==> src/rtl/spi_pkg.sv <==
// Shared types and constants for the SPI initiator and its phase timer.
package spi_pkg;

  typedef enum logic [2:0] {
    StIdle,
    StSetup,
    StHigh,
    StLow,
    StHold,
    StDone,
    StGap
  } spi_state_e;

  // {CPOL, CPHA}
  localparam logic [1:0] SpiMode = 2'b00;

  localparam int unsigned DefaultHalfPeriod = 4;

  function automatic int unsigned len_width(input int unsigned data_width);
    return $clog2(data_width + 1);
  endfunction

endpackage

==> src/rtl/spi_phase_timer.sv <==
// Half-period down-counter: runs HalfPeriod-1..0 while enabled, pulses tc_o on the last
// cycle of each half period and wraps.
module spi_phase_timer
  import spi_pkg::*;
#(
  parameter int unsigned HalfPeriod = DefaultHalfPeriod
) (
  input  logic clk_i,
  input  logic rst_ni,
  input  logic restart_i,
  input  logic en_i,
  output logic tc_o,
  output logic near_tc_o
);

  localparam int unsigned CntW = (HalfPeriod > 2) ? $clog2(HalfPeriod) : 1;
  localparam logic [CntW-1:0] Reload = CntW'(HalfPeriod - 1);

  logic [CntW-1:0] cnt_d, cnt_q;

  always_comb begin
    cnt_d = cnt_q;
    if (restart_i || (en_i && (cnt_q == '0))) begin
      cnt_d = Reload;
    end else if (en_i) begin
      cnt_d = cnt_q - CntW'(1);
    end
  end

  always_ff @(posedge clk_i or negedge rst_ni) begin
    if (!rst_ni) begin
      cnt_q <= Reload;
    end else begin
      cnt_q <= cnt_d;
    end
  end

  assign tc_o      = en_i && (cnt_q == '0);
  assign near_tc_o = en_i && (cnt_q == CntW'(1));

endmodule

==> src/rtl/spi_initiator.sv <==
// SPI mode (0,0) initiator: full-duplex, MSB-first, up to DATA_WIDTH bits per request.
// Define SPI_INITIATOR_BURST_EN to chain words under one cs_n assertion.
module spi_initiator
  import spi_pkg::*;
#(
  parameter int unsigned DATA_WIDTH  = 16,
  parameter int unsigned HALF_PERIOD = DefaultHalfPeriod,
  parameter int unsigned LEN_WIDTH   = len_width(DATA_WIDTH)
) (
  input  logic                  clk,
  input  logic                  reset_n,
  input  logic                  tx_valid,
  output logic                  tx_ready,
  input  logic [DATA_WIDTH-1:0] tx_data,
  input  logic [LEN_WIDTH-1:0]  tx_len,
  output logic                  rx_valid,
  output logic [DATA_WIDTH-1:0] rx_data,
  output logic                  busy,
  output logic                  sck,
  output logic                  sdo,
  input  logic                  sdi,
  output logic                  cs_n
);

`ifdef SPI_INITIATOR_BURST_EN
  localparam bit BurstEn = 1'b1;
`else
  localparam bit BurstEn = 1'b0;
`endif

  localparam logic [LEN_WIDTH-1:0] MaxLen  = LEN_WIDTH'(DATA_WIDTH);
  localparam logic                 SckIdle = SpiMode[1];

  spi_state_e            state_d, state_q;
  logic [DATA_WIDTH-1:0] tx_sh_d, tx_sh_q;
  logic [DATA_WIDTH-1:0] rx_sh_d, rx_sh_q;
  logic [LEN_WIDTH-1:0]  bit_cnt_d, bit_cnt_q;
  logic [DATA_WIDTH-1:0] rx_data_d, rx_data_q;
  logic                  rx_valid_d, rx_valid_q;
  logic                  cs_n_d, cs_n_q;
  logic                  sck_d, sck_q;
  logic                  sdo_d, sdo_q;
  logic                  busy_d, busy_q;
  logic                  tx_ready_d, tx_ready_q;

  logic                  accept;
  logic [LEN_WIDTH-1:0]  len_c;
  logic                  timer_restart, timer_en, tc, near_tc;

  assign accept        = tx_valid && tx_ready_q;
  assign len_c         = (tx_len > MaxLen) ? MaxLen : tx_len;
  assign timer_restart = (state_q == StIdle) || (state_q == StDone);
  assign timer_en      = !timer_restart;

  spi_phase_timer #(
    .HalfPeriod(HALF_PERIOD)
  ) u_phase_timer (
    .clk_i    (clk),
    .rst_ni   (reset_n),
    .restart_i(timer_restart),
    .en_i     (timer_en),
    .tc_o     (tc),
    .near_tc_o(near_tc)
  );

  always_comb begin
    state_d    = state_q;
    tx_sh_d    = tx_sh_q;
    rx_sh_d    = rx_sh_q;
    bit_cnt_d  = bit_cnt_q;
    rx_data_d  = rx_data_q;
    rx_valid_d = 1'b0;

    // Left-align the word so the first bit to send always sits at the MSB.
    if (accept) begin
      tx_sh_d   = tx_data << (MaxLen - len_c);
      rx_sh_d   = '0;
      bit_cnt_d = len_c;
    end

    case (state_q)
      StIdle: begin
        if (accept) begin
          if (len_c == '0) begin
            state_d    = StDone;
            rx_data_d  = '0;
            rx_valid_d = 1'b1;
          end else begin
            state_d = StSetup;
          end
        end
      end
      StSetup, StLow: begin
        // sck rises on this edge, so sdi is captured here too.
        if (tc) begin
          state_d   = StHigh;
          bit_cnt_d = bit_cnt_q - LEN_WIDTH'(1);
          rx_sh_d   = {rx_sh_q[DATA_WIDTH-2:0], sdi};
        end
      end
      StHigh: begin
        if (tc) begin
          if (bit_cnt_q == '0) begin
            state_d = StHold;
          end else begin
            state_d = StLow;
            tx_sh_d = tx_sh_q << 1;
          end
        end
      end
      StHold: begin
        if (accept) begin
          rx_valid_d = 1'b1;
          rx_data_d  = (len_c == '0) ? '0 : rx_sh_q;
          state_d    = (len_c == '0) ? StDone : StSetup;
        end else if (tc) begin
          state_d    = StDone;
          rx_valid_d = 1'b1;
          rx_data_d  = rx_sh_q;
        end
      end
      StDone: state_d = StGap;
      StGap: begin
        if (tc) begin
          state_d = StIdle;
        end
      end
      default: state_d = StIdle;
    endcase

    cs_n_d     = !(state_d inside {StSetup, StHigh, StLow, StHold});
    sck_d      = (state_d == StHigh) ? !SckIdle : SckIdle;
    sdo_d      = (state_d inside {StSetup, StHigh, StLow}) ? tx_sh_d[DATA_WIDTH-1] : 1'b0;
    busy_d     = (state_d != StIdle);
    tx_ready_d = (state_d == StIdle) || (BurstEn && (state_d == StHold) && near_tc);
  end

  always_ff @(posedge clk or negedge reset_n) begin
    if (!reset_n) begin
      state_q    <= StIdle;
      tx_sh_q    <= '0;
      rx_sh_q    <= '0;
      bit_cnt_q  <= '0;
      rx_data_q  <= '0;
      rx_valid_q <= 1'b0;
      cs_n_q     <= 1'b1;
      sck_q      <= SckIdle;
      sdo_q      <= 1'b0;
      busy_q     <= 1'b0;
      tx_ready_q <= 1'b1;
    end else begin
      state_q    <= state_d;
      tx_sh_q    <= tx_sh_d;
      rx_sh_q    <= rx_sh_d;
      bit_cnt_q  <= bit_cnt_d;
      rx_data_q  <= rx_data_d;
      rx_valid_q <= rx_valid_d;
      cs_n_q     <= cs_n_d;
      sck_q      <= sck_d;
      sdo_q      <= sdo_d;
      busy_q     <= busy_d;
      tx_ready_q <= tx_ready_d;
    end
  end

  assign tx_ready = tx_ready_q;
  assign rx_valid = rx_valid_q;
  assign rx_data  = rx_data_q;
  assign busy     = busy_q;
  assign sck      = sck_q;
  assign sdo      = sdo_q;
  assign cs_n     = cs_n_q;

endmodule

==> config.mk <==
export PLATFORM = sky130hd
export DESIGN_NAME = spi_initiator
export DESIGN_NICKNAME = d
export VERILOG_FILES = /design/src/rtl/spi_pkg.sv /design/src/rtl/spi_phase_timer.sv /design/src/rtl/spi_initiator.sv
export SDC_FILE = /design/constraint.sdc
export NUM_CORES = 1
export LEC_CHECK = 0
export CAP_MARGIN = 20
export CORE_ASPECT_RATIO = 1.25
export CORE_MARGIN = 5
export CORE_UTILIZATION = 56
export CTS_CLUSTER_SIZE = 40
export DETAILED_ROUTE_END_ITERATION = 8
export GPL_TIMING_DRIVEN = 0
export HOLD_SLACK_MARGIN = 0.03
export PLACE_DENSITY_LB_ADDON = 0.05
export SLEW_MARGIN = 5
export SYNTH_ARGS = -nofsm -noshare
export SYNTH_HDL_FRONTEND = slang
export SYNTH_SLANG_ARGS = --single-unit
export TNS_END_PERCENT = 50
==> constraint.sdc <==
create_clock -name clk -period 2.7 [get_ports clk]
set_input_delay 0.54 -clock clk [delete_from_list [all_inputs] [get_ports clk]]
set_output_delay 0.54 -clock clk [all_outputs]
set_load 0.1 [all_outputs]
==> flow_summary_export.csv <==
group,metric,value,unit
floorplanning,die_y,100.6,um
clock_tree,clockBufferDepth,2,
synthesis,yosys_warnings,0,
setup_path,critPathCaptureType,"register",
sta,finalSetupViolCount,0,
power,vdd_drop_max,769.1,uV
routing,ant_nets,0,
power,p_leak,0.002114,uW
floorplanning,start_util,56.69,%
placed_design,dp_cells,523,
finish,area_delta_synth_final,23.53,%
power,power_density,814.6,nW/um^2
finish,n_antenna_cell,0,
grt,grt_pass1_wl,14.50,mm
placed_design,place.gp.congestion,0.8894,
setup_path,critPathRequiredTime,2.90,ns
floorplanning,core_area,6482,sq um
synthesis,ys_ff_latch,64,
synthesis,synth_top_area_share,40.86,%
routing,wl_met2,4.436,mm
sta,fin_crit,2.659,ns
synthesis,synthDistinctLibCells,62,
synthesis,yosys_most_used_dff,"dfrtp_1",
clock_tree,root_buffer,"clkbuf_8",
setup_path,regToRegStartpoint,"bit_cnt_q[0]",
setup_path,regToRegSetupSlack,0.34,ns
sta,hold_viol,0,
grt,grt-ovfl-total,0,
synthesis,syn_area_per_cell,9.447,sq um
worst_hold_path,hp-class,"primary input to asynchronous set/reset pin",
clock_tree,cts_hold_buffers,0,
floorplanning,die_x,82.46,um
sta,timing_max_transition_violations_final,0,
synthesis,ys_seq_area_share,43.72,%
sta,timing.final.crit_share,98.48,%
synthesis,synth_edf_count,0,
sta,clock_skew,0.009749,ns
routing,wl_met1,3.469,mm
synthesis,async_flop_share,100.0,%
sta,clock.fmax,376.1,MHz
routing,num_vias,3110,
synthesis,syn_inst,389,
synthesis,syn_nets,419,
sta,relSlewSlack,34.93,%
synthesis,syn-cell-area,3675,sq um
clock_tree,cts_tree,"done",
floorplanning,die-area,8293,sq um
floorplanning,ios,47,
sta,worst_pin_slew,0.9730,ns
placed_design,dp_hpwl,6.314,mm
clock_tree,clk_latency,0.35,ns
setup_path,reg2reg_depth,8,
synthesis,yosys.area.top_type,"dfrtp_1",
floorplanning,num_rows,33,
routing,drtIter0Drc,216,
routing,dr.max_layer_used,"met4",
run,maxCapViolations,0,
setup_path,path_max_fanout,10,
status,status,"finished clean",
routing,wl_met3,431,um
clock_tree,numCtsBuffers,9,
finish,final_cell_count_no_fill,539,
setup_path,timing.rr.end,"sdo",
grt,antenna_found_initial,0,
power,total_power,3698,uW
routing,wl_per_cell,15.87,um
finish,fin_nets,477,
grt,grt_usage,22.79,%
clock_tree,htree_levels,3,
grt,grt_start_max_net_pins,65,
setup_path,cp.arrival,2.85,ns
clock_tree,clk_pin_slew,0.07,ns
routing,wl,8.553,mm
clock_tree,clock_sinks,64,
routing,vias_per_cell,5.770,
synthesis,synth_area_leaders,"dfrtp_1 (41%), nand2_1 (8.5%), nand3_1 (5.4%)",
setup_path,critPathKind,"primary input to register",
finish,nFillCells,541,
setup_path,crit_path_start_kind,"primary input",
grt,grt_pass1_vias,3042,
sta,rsz0062_at_grt,"no",
routing,drc_errors,0,
routing,first_pass_iters,4,
placed_design,io_buffer_count,46,
finish,drive_above_1_share,16.15,%
-- what timing repair did --
item                                   in CTS  in global routing
gates resized for setup                    10                  6
setup endpoints to repair                  39                 12
setup buffers                               1                  0
endpoints found under the hold margin       0                  0
-- placed cells by master (no fill, tap or decap), types with 3 or more instances in the layout --
| cell type | instances |
|---|---|
| nand2_1 | 82 |
| ha_1 | 4 |
| nand2b_1 | 4 |
| buf_1 | 3 |
| dfstp_2 | 4 |
| and3_1 | 5 |
| mux2_2 | 9 |
| buf_4 | 3 |
| nor3_1 | 6 |
| buf_2 | 10 |
| nand3_1 | 39 |
| clkdlybuf4s50_1 | 43 |
| inv_1 | 8 |
| nor2_1 | 26 |
| dfrtp_1 | 60 |
| mux4_1 | 5 |
| clkbuf_1 | 9 |
| mux4_2 | 6 |
| bufinv_16 | 3 |
| a21oi_1 | 17 |
| mux2i_1 | 5 |
| clkbuf_8 | 9 |
| a31oi_1 | 6 |
| o21ai_0 | 15 |
| and2_1 | 4 |
| a221oi_1 | 4 |
| nand3b_1 | 4 |
-- worst max-delay path, stage by stage --
cell and delay [ns]:
clkdlybuf4s50_1 0.54, nand2_2 0.10, ha_4 0.30, buf_8 0.13, mux2_2 0.35, mux4_2 0.53, or3b_4 0.27, a311oi_2 0.10
-- cell usage after synthesis, drive strengths merged, types with 2 or more instances --
| master | n |
|---|---|
| mux4 | 11 |
| and3 | 5 |
| mux2 | 9 |
| a31oi | 7 |
| a211oi | 2 |
| clkbuf | 12 |
| o31ai | 2 |
| nand2b | 4 |
| nand3 | 40 |
| ha | 5 |
| a221oi | 4 |
| buf | 15 |
| inv | 9 |
| nor2 | 26 |
| o2111ai | 2 |
| a22oi | 2 |
| o22a | 2 |
| a211o | 3 |
| and2 | 4 |
| o21a | 2 |
| and2b | 2 |
| dfstp | 4 |
| a21oi | 17 |
| nand3b | 4 |
| mux2i | 5 |
| dfrtp | 60 |
| or4 | 2 |
| o21ai | 15 |
| xor2 | 3 |
| nor3 | 6 |
| nand2 | 83 |
| a311oi | 2 |
-- sequential cells by signal, indices dropped and copies added, names as in the netlist --
signal               cells
bit_cnt_q                5
busy                     1
cs_n                     1
rx_data                 16
rx_sh_q                 16
rx_valid                 1
sck                      1
sdo                      1
state_q                  3
tx_ready                 1
tx_sh_q                 16
u_phase_timer.cnt_q      2
-- per-stage QoR --
stage	TNS (ns)	area, sq um	hold WS [ns]	setup slack (ns)	util [%]
6_report	0	4539	0.2724	0.04095	70.03
5_1_grt	0	4539	0.3446	0.003381	70.03
4_1_cts	0	4524	0.2950	0.01913	69.79
3_5_place_dp	-27.43	4270	0.4366	-0.8904	65.88
3_3_place_gp	-82.61	4268	0.4257	-0.9452	65.84
2_1_floorplan	0	3699	0.2444	0.001601	-
-- routing by layer --
metal  track usage, %  vias up
met3            5.277       20
met5                0        -
met2            38.83       94
met4            8.440        0
met1            27.65     1481
li1                 -     1515
-- logic make-up after synthesis --
| group | synth area share, % |
|---|---|
| and+or+nand+nor | 23.43 |
| AOI/OAI and AO/OA | 13.52 |
| DFF | 43.72 |
| buffers and inverters | 4.494 |
| muxes | 11.47 |
| adders and majority gates | 1.702 |
| xor gates and xnor gates | 1.669 |
-- how the worst max path moves through the flow --
stage	start	to	slack (ns)	depth (start not counted)
finish	tx_len[1]	sdo	0.04	8
global route	tx_len[1]	sdo	0.003	8
CTS	tx_len[1]	sdo	0.02	8
detailed placement	tx_len[4]	sdo	-0.89	10
global placement	reset_n	tx_sh_q[2]	-0.95	1
floorplan	tx_len[4]	sdo	0.002	9
-- area by class of cell --
| cell class | count | area [sq um] | share of cell area (%) |
|---|---|---|---|
| buffer | 26 | 140.1 | 3.087 |
| clock buffer | 9 | 123.9 | 2.729 |
| clock inverter | 7 | 127.6 | 2.811 |
| inverter | 10 | 38.79 | 0.8545 |
| multi-input combinational | 288 | 1927 | 42.45 |
| sequential | 64 | 1607 | 35.39 |
| tap | 87 | 108.9 | 2.398 |
| timing repair buffer | 48 | 466.7 | 10.28 |
-- report_power, final --
group	switching, uW	internal, uW	leakage (uW)
clock network	415	626	0.000126
logic	830	502	0.00114
registers	136	1190	0.000847
Note: power is estimated with default switching activity, not from simulation.
